==> src/rtl/uart_top_tx.sv <==
// rtl/uart_top_tx.sv - UART transmitter: 8N/8E with 1 or 2 stop bits, programmable baud divisor
module uart_top_tx #(
  parameter int DATA_W = 8,
  parameter int DIV_W  = 12
) (
  input  logic              clk,
  input  logic              reset,
  input  logic              tx_en,
  input  logic [DIV_W-1:0]  baud_divisor,
  input  logic              parity_sel,
  input  logic              stop_sel,
  input  logic [DATA_W-1:0] tx_data,
  input  logic              tx_valid,
  output logic              tx_ready,
  output logic              tx,
  output logic              tx_busy,
  output logic              tx_done
);

  localparam int FRAME_W = DATA_W + 4;
  localparam logic [DIV_W-1:0] DIV_ONE = {{(DIV_W-1){1'b0}}, 1'b1};

  typedef enum logic {IDLE, SHIFT} state_t;

  state_t             state, state_nxt;
  logic [FRAME_W-1:0] shift_reg;
  logic [DIV_W-1:0]   baud_cnt;
  logic [DIV_W-1:0]   div_eff;
  logic [3:0]         bit_cnt;
  logic [3:0]         last_bit;
  logic               done_q;
  logic               baud_tick;
  logic               frame_end;
  logic               handshake;

  assign div_eff = (baud_divisor == '0) ? DIV_ONE : baud_divisor;
  // >= keeps the counter bounded if the divisor shrinks mid-bit
  assign baud_tick = (state == SHIFT) && (baud_cnt >= div_eff - DIV_ONE);
  assign frame_end = baud_tick && (bit_cnt == last_bit);
  assign tx_done   = done_q;

  always_ff @(posedge clk or posedge reset) begin
    if (reset) begin
      state <= IDLE;
    end else begin
      state <= state_nxt;
    end
  end

  always_comb begin
    state_nxt = state;
    tx_ready  = 1'b0;
    tx        = 1'b1;
    tx_busy   = 1'b0;
    handshake = 1'b0;
    case (state)
      IDLE: begin
        tx_ready  = tx_en && !reset;
        handshake = tx_valid && tx_en && !reset;
        if (handshake) begin
          state_nxt = SHIFT;
        end
      end
      SHIFT: begin
        tx      = shift_reg[0];
        tx_busy = 1'b1;
        if (frame_end) begin
          state_nxt = IDLE;
        end
      end
      default: state_nxt = IDLE;
    endcase
  end

  always_ff @(posedge clk or posedge reset) begin
    if (reset) begin
      shift_reg <= '1;
      baud_cnt  <= '0;
      bit_cnt   <= '0;
      last_bit  <= '0;
      done_q    <= 1'b0;
    end else begin
      done_q <= frame_end;
      if (handshake) begin
        // Unused parity slot is filled with 1 so it reads as the first stop bit
        shift_reg <= {2'b11, (parity_sel ? ^tx_data : 1'b1), tx_data, 1'b0};
        baud_cnt  <= '0;
        bit_cnt   <= '0;
        last_bit  <= 4'd9 + {3'b000, parity_sel} + {3'b000, stop_sel};
      end else if (state == SHIFT) begin
        if (baud_tick) begin
          baud_cnt  <= '0;
          shift_reg <= {1'b1, shift_reg[FRAME_W-1:1]};
          bit_cnt   <= bit_cnt + 4'd1;
        end else begin
          baud_cnt <= baud_cnt + DIV_ONE;
        end
      end
    end
  end

endmodule

==> config.mk <==
export PLATFORM = sky130hd
export DESIGN_NAME = uart_top_tx
export DESIGN_NICKNAME = d
export VERILOG_FILES = /design/src/rtl/uart_top_tx.sv
export SDC_FILE = /design/constraint.sdc
export NUM_CORES = 1
export LEC_CHECK = 0
export ABC_CLOCK_PERIOD_IN_PS = 2100
export CORE_MARGIN = 4
export CORE_UTILIZATION = 32
export DETAILED_ROUTE_END_ITERATION = 16
export HOLD_SLACK_MARGIN = 0.12
export PLACE_DENSITY_LB_ADDON = 0.15
export SETUP_SLACK_MARGIN = 0.1
export SLEW_MARGIN = 20
export SYNTH_ARGS = -nofsm -noshare
export SYNTH_HDL_FRONTEND = slang
export SYNTH_SLANG_ARGS = --single-unit
export TNS_END_PERCENT = 50
==> constraint.sdc <==
create_clock -name clk -period 2.1 [get_ports clk]
set_input_delay 0.63 -clock clk [delete_from_list [all_inputs] [get_ports clk]]
set_output_delay 0.63 -clock clk [all_outputs]
set_load 0.005 [all_outputs]
==> results of run 1 <==
cells by family after synthesis:
| group | Yosys count | share of synthesized area |
|---|---|---|
| buf+inv | 15 | 0.0341 |
| fa+ha+maj | 16 | 0.0958 |
| mux | 13 | 0.0634 |
| simple gates | 74 | 0.181 |
| compound gates | 40 | 0.135 |
| xor+xnor | 27 | 0.113 |
| flops | 31 | 0.377 |
metal layers:
| layer | vias up | part of all wire | global-route usage |
|---|---|---|---|
| met5 | - | 0 | 0 |
| met4 | 0 | 0.014 | 0.0440 |
| met3 | 5 | 0.048 | 0.0298 |
| met2 | 37 | 0.50 | 0.238 |
| met1 | 857 | 0.43 | 0.161 |
| li1 | 926 | - | - |
worst min-delay path by stage:
| stage | endpoint | depth (start not counted) | startpoint |
|---|---|---|---|
| detailed placement | tx_done$_DFF_PP0_ | 1 | bit_cnt[2]$_DFFE_PP0P_ |
| floorplan | tx_done$_DFF_PP0_ | 1 | bit_cnt[2]$_DFFE_PP0P_ |
| finish | shift_reg[0]$_DFFE_PP1P_ | 2 | shift_reg[0]$_DFFE_PP1P_ |
| CTS | shift_reg[0]$_DFFE_PP1P_ | 2 | shift_reg[0]$_DFFE_PP1P_ |
| global route | shift_reg[0]$_DFFE_PP1P_ | 2 | shift_reg[0]$_DFFE_PP1P_ |
| global placement | shift_reg[0]$_DFFE_PP1P_ | 2 | shift_reg[0]$_DFFE_PP1P_ |
worst reg2reg max path: cells and delay by family (launching register included):
family | cells | cell delay (ps)
AO/OA/AOI/OAI | 3 | 630
buffers and inverters | 3 | 360
AND/OR/NAND/NOR | 2 | 350
flip-flops | 1 | 340
adder cells (fa/ha/maj) | 1 | 270
multiplexers | 1 | 190
stage by stage:
stage          std cells  utilization  hold slack (ps)  worst slack [ps]
5_1_grt              372        0.486              515             -1580
6_report             372        0.486              476             -1410
4_1_cts              369        0.465              479             -1490
3_5_place_dp         355        0.438              477             -2100
3_3_place_gp         355        0.438              476             -2090
2_1_floorplan        216            -              443             -1440
power by group through the flow:
stage          clock network, uW  logic [uW]  registers (uW)
6_report                     440        1050             920
5_1_grt                      484        1170             942
4_1_cts                      460        1020             921
3_5_place_dp                   0         986             928
3_3_place_gp                   0         983             924
2_1_floorplan                  0         596             934
cells in the final DEF (no fill, tap or decap), types with 3 or more instances in the layout:
master,n
a21oi_1,11
buf_4,41
buf_6,7
clkbuf_1,3
clkbuf_8,5
clkdlybuf4s15_1,3
clkdlybuf4s50_1,15
dfrtp_1,21
dfstp_2,10
dlygate4sd2_1,4
dlymetal6s2s_1,3
ha_1,15
inv_1,9
mux2i_1,11
nand2_1,17
nand2b_1,3
nand3_1,5
nand4_1,6
nor2_1,11
nor2_2,5
nor2_4,5
nor3_1,3
o21ai_0,3
o21ai_1,5
o22ai_1,8
xnor2_1,17
xor2_1,10
repair_timing:
action | in CTS | in global routing
setup buffers | 6 | 3
pin swaps | 27 | 26
resized for setup | 42 | 30
setup endpoints to repair | 30 | 30
cell type report:
| type | count | area [um^2] |
|---|---|---|
| Clock buffer | 8 | 80.1 |
| Fill cell | 596 | 3270 |
| Inverter | 9 | 33.8 |
| Multi-Input combinational cell | 170 | 1400 |
| Sequential cell | 31 | 788 |
| Tap cell | 77 | 96.3 |
| Timing Repair Buffer | 77 | 689 |
==> impl_metrics.env, run 1 <==
export IMPL_run_status="finished, violations left"
export IMPL_failed_checks="setup timing"
export IMPL_r2r_end="shift_reg[6]$_DFFE_PP1P_"
export IMPL_synth_top_area_share=0.251
export IMPL_yosys_most_used_dff="dfrtp_1"
export IMPL_grt_pass1_vias=1854
export IMPL_worstSetupEndpointType="flip-flop"
export IMPL_placed_cell_area_mm2=0.00278
export IMPL_hpwl_um=3590
export IMPL_r2r_cells=10
export IMPL_netlist_top_cells_area="dfrtp_1 (25%), dfstp_2 (13%), ha_1 (9.6%)"
export IMPL_vdd_drop_max_v=0.000321
export IMPL_path_cells="buf_6 -> or4_4 -> nor3_4 -> nand2_2 -> nor2_4 -> nor2_4 -> ha_4 -> nand2_2 -> or2_4 -> nor3_2 -> xnor2_1 -> ha_1 -> nand4_1 -> o41ai_4 -> buf_6 -> nor2_4 -> a21oi_4 -> buf_6 -> mux2i_1"
export IMPL_cts_tree="built"
export IMPL_yosysMostFrequentCell="dfrtp_1"
export IMPL_syn_inst=216
export IMPL_cts_buffers=5
export IMPL_synth_warnings=0
export IMPL_worstPathArrival_ps=3670
export IMPL_synth_commonest_cells="dfrtp_1 (21), nor2_1 (20), nand2_1 (19), xnor2_1 (17), ha_1 (16)"
export IMPL_worstSetupPathType="in -> reg"
export IMPL_avgSynthCellArea_um2=9.68
export IMPL_p_clk_frac=0.183
export IMPL_grt_max_degree=32
export IMPL_rrSetupSlack_ps=-130
export IMPL_drt_wl_total_um=4930
export IMPL_fp_dieH_um=88.8
export IMPL_insertion_delay_ps=280
export IMPL_drtAntennaViolNets=0
export IMPL_largest_register_ffs=12
export IMPL_drive_gt1_frac=0.339
export IMPL_grt_antenna_before_repair=0
export IMPL_clk_pin_slew_ps=70
export IMPL_gp_congestion=0.786
export IMPL_ys_seq_elements=31
export IMPL_cts_hold_buffers=0
export IMPL_crit_family="simple AND/OR/NAND/NOR gates"
export IMPL_drc_errors=0
export IMPL_stdcell_area_mm2=0.00308
export IMPL_yosysTopAreaCell="dfrtp_1"
export IMPL_yosysSeqAreaShare=0.377
export IMPL_tightest_slew_ps=386
export IMPL_p_comb_frac=0.436
export IMPL_wl_per_cell_um=13.3
export IMPL_layout_setup_ws_ps=-1410
export IMPL_maxCapViolations=0
export IMPL_cellPowerDensity_mw_per_mm2=781
export IMPL_rsz0062_at_grt="true"
export IMPL_grt_ovfl_total=0
export IMPL_design_core_area_mm2=0.00635
export IMPL_nets=336
export IMPL_yosysUniqueCellTypes=41
export IMPL_via_count=1825
export IMPL_via_per_inst=4.91
export IMPL_power_total_uw=2410
export IMPL_pin_count=30
export IMPL_synthesis_area_mm2=0.00209
export IMPL_timing_final_crit_share=1.67
export IMPL_clockBufferDepth=2
export IMPL_io_buffers=29
export IMPL_critPathSlowestCell="or4_4"
export IMPL_grt_pass1_wl_um=8210
export IMPL_finClkSkew_ps=7.26
export IMPL_slew_headroom=0.740
export IMPL_first_iter_violations=61
export IMPL_cp_start_kind="input pin"
export IMPL_critPathBufInv=3
export IMPL_grt_usage=0.134
export IMPL_period_minus_slack_ps=3510
export IMPL_htreeDepth=2
export IMPL_die_area_mm2=0.00789
export IMPL_cp_data_required_time_ps=2260
export IMPL_startpoint="baud_divisor[8]"
export IMPL_synthArstFlopShare=1.00
export IMPL_slowest_delay_ps=550
export IMPL_cp_depth=19
export IMPL_syn_nets=258
export IMPL_synth_edff_count=0
export IMPL_antenna_cells=0
export IMPL_clock_sinks=31
export IMPL_switching_share=0.343
export IMPL_power_switching_uw=827
export IMPL_setup_viol=28
export IMPL_syn2layout_area_growth_pct=47.5
export IMPL_initial_core_util=0.329
export IMPL_fp_row_count=29
export IMPL_leakagePower_uw=0.00143
export IMPL_finalSetupTns_ps=-37710
export IMPL_die_x_um=88.8
export IMPL_internal_power_uw=1580
export IMPL_root_buffer="clkbuf_8"
export IMPL_hold_class="reg -> reg"
export IMPL_reg2reg_from="baud_cnt[0]$_DFFE_PP0P_"
export IMPL_drv_slew=0
export IMPL_p_seq_frac=0.382
export IMPL_endpoint="bit_cnt[0]$_DFFE_PP0P_"
export IMPL_max_freq_mhz=285
export IMPL_hold_viol=0
export IMPL_worstPathMaxFanout=7
export IMPL_firstDrtPassIters=4
(Power assumes the default switching activity.)
==> run 2: changes to the inputs <==
--- a/config.mk
+++ b/config.mk
@@ -8,6 +8,7 @@
 export ABC_CLOCK_PERIOD_IN_PS = 2100
 export CORE_MARGIN = 4
 export CORE_UTILIZATION = 32
+export CTS_CLUSTER_DIAMETER = 30
 export DETAILED_ROUTE_END_ITERATION = 16
 export HOLD_SLACK_MARGIN = 0.12
 export PLACE_DENSITY_LB_ADDON = 0.15
==> results of run 2 <==
The final DEF is identical to that of run 1; final timing and power are the same.
==> run 3: changes to the inputs <==
--- a/config.mk
+++ b/config.mk
@@ -17,4 +17,4 @@
 export SYNTH_ARGS = -nofsm -noshare
 export SYNTH_HDL_FRONTEND = slang
 export SYNTH_SLANG_ARGS = --single-unit
-export TNS_END_PERCENT = 50
+export TNS_END_PERCENT = 100
==> run 3 against run 2 <==
Against the previous run:
- the run still ends with setup timing left
- power is 1.6% higher
- utilization is 1.3 points higher
- hold slack improved by 1.6 ps
- fmax decreased by 0.91%
- clock power increased by 16%
- sequential share of layout area shrank 0.68 points
- combinational power is 4% lower
- die area is the same
==> impl_metrics.env, run 3 (same netlist as run 1, synthesis figures left out) <==
export IMPL_stdcell_count=382
export IMPL_grt_antenna_before_repair=0
export IMPL_worstSetupPathType="in -> reg"
export IMPL_via_per_inst=4.77
export IMPL_run_status="finished, violations left"
export IMPL_worstPathArrival_ps=3740
export IMPL_power_total_uw=2450
export IMPL_fillerInstances=594
export IMPL_design_core_area_mm2=0.00635
export IMPL_die_area_mm2=0.00789
export IMPL_period_minus_slack_ps=3540
export IMPL_max_freq_mhz=283
export IMPL_final_util=0.499
export IMPL_cp_start_kind="input pin"
export IMPL_hpwl_um=3630
export IMPL_grt_usage=0.141
export IMPL_cts_tree="built"
export IMPL_cts_hold_buffers=0
export IMPL_grt_pass1_vias=1927
export IMPL_clock_sinks=31
export IMPL_nets=346
export IMPL_leakagePower_uw=0.00148
export IMPL_wl_per_cell_um=13.3
export IMPL_die_x_um=88.8
export IMPL_dp_cells=354
export IMPL_drtAntennaViolNets=0
export IMPL_drt_wl_total_um=5080
export IMPL_syn2layout_area_growth_pct=51.5
export IMPL_cp_data_required_time_ps=2300
export IMPL_layout_setup_ws_ps=-1440
export IMPL_drv_slew=0
export IMPL_hold_viol=0
export IMPL_vdd_drop_max_v=0.000473
export IMPL_rsz0062_at_grt="true"
export IMPL_finalSetupTns_ps=-39040
export IMPL_first_iter_violations=67
export IMPL_firstDrtPassIters=4
export IMPL_timing_final_crit_share=1.68
export IMPL_insertion_delay_ps=280
export IMPL_gp_congestion=0.751
export IMPL_root_buffer="clkbuf_8"
export IMPL_largest_register_ffs=12
export IMPL_worstSetupEndpointType="flip-flop"
export IMPL_failed_checks="setup timing"
export IMPL_grt_ovfl_total=0
export IMPL_final_cell_mix="buf_4 (51), dfrtp_1 (21), nand2_1 (18)"
export IMPL_initial_core_util=0.329
export IMPL_drc_errors=0
export IMPL_htreeDepth=2
export IMPL_setup_viol=28
export IMPL_via_count=1824
export IMPL_hold_ws_ps=478
export IMPL_pin_count=30
export IMPL_grt_pass1_wl_um=8690
export IMPL_io_buffers=29
export IMPL_cellPowerDensity_mw_per_mm2=773
export IMPL_grt_max_degree=32
export IMPL_final_common_cell="buf_4"
export IMPL_fp_row_count=29
export IMPL_finClkSkew_ps=5.82
export IMPL_slew_headroom=0.732
export IMPL_hold_class="reg -> reg"
export IMPL_fp_dieH_um=88.8
export IMPL_tightest_slew_ps=403
export IMPL_worstPathMaxFanout=5
export IMPL_clockBufferDepth=2
export IMPL_clk_pin_slew_ps=70
export IMPL_antenna_cells=0
export IMPL_maxCapViolations=0
export IMPL_drive_gt1_frac=0.364
export IMPL_cts_buffers=5
run 3: area by class of cell:
type,instances,area (um^2),area share
inverters,9,37.5,0.0119
clock buffers,8,100,0.0316
multi-input cells,170,1380,0.434
well taps,77,96.3,0.0304
repair buffers,87,769,0.243
flip-flops and latches,31,788,0.249
run 3: repair_timing:
action                     4_1_cts  5_1_grt
setup buffers                   17        3
setup endpoints to repair       31       28
pin swaps                       34       25
gates resized for setup         50       10
run 3: routing by layer:
layer	track usage	wire length, um	up-vias
met5	0	0	-
met1	0.177	2300	842
met4	0.0508	65	0
met3	0.0270	240	5
li1	-	-	948
met2	0.241	2480	29
run 3: critical path, stage by stage:
cell,delay [ps]
buf_6,90
or4_4,550
nor3_4,120
nand2_1,100
buf_4,140
buf_4,120
buf_4,120
buf_4,120
buf_4,120
buf_4,120
buf_4,120
nand2_1,60
ha_1,250
nand4_1,160
a31oi_1,70
a21o_4,220
nor2_4,220
buf_12,150
mux2i_1,180
a21oi_1,80
run 3: final timing paths:
check	from	end	slack, ps	cells past startpoint
worst max-delay path	baud_divisor[6]	shift_reg[6]$_DFFE_PP1P_	-1440	20
min in group asynchronous	reset	last_bit[1]$_DFFE_PP0P_	620	3
worst max register to register	baud_cnt[0]$_DFFE_PP0P_	shift_reg[6]$_DFFE_PP1P_	-120	10
worst min-delay path	shift_reg[0]$_DFFE_PP1P_	shift_reg[0]$_DFFE_PP1P_	480	2
max in group asynchronous	reset	shift_reg[2]$_DFFE_PP1P_	1150	3
worst min register to register	shift_reg[0]$_DFFE_PP1P_	shift_reg[0]$_DFFE_PP1P_	480	2
run 3: through the flow:
step                      setup slack (ps)  area, um^2
after floorplan                      -1440        2130
after global placement               -2080        2780
after detailed placement             -2070        2780
after CTS                            -1460        3100
after global routing                 -1600        3170
final                                -1440        3170
run 3: power by group:
part | internal [uW] | total (uW) | leakage (uW) | switching (uW)
registers | 801 | 925 | 0.000381 | 123
logic | 526 | 1010 | 0.00105 | 485
clock network | 299 | 512 | 0.0000515 | 213
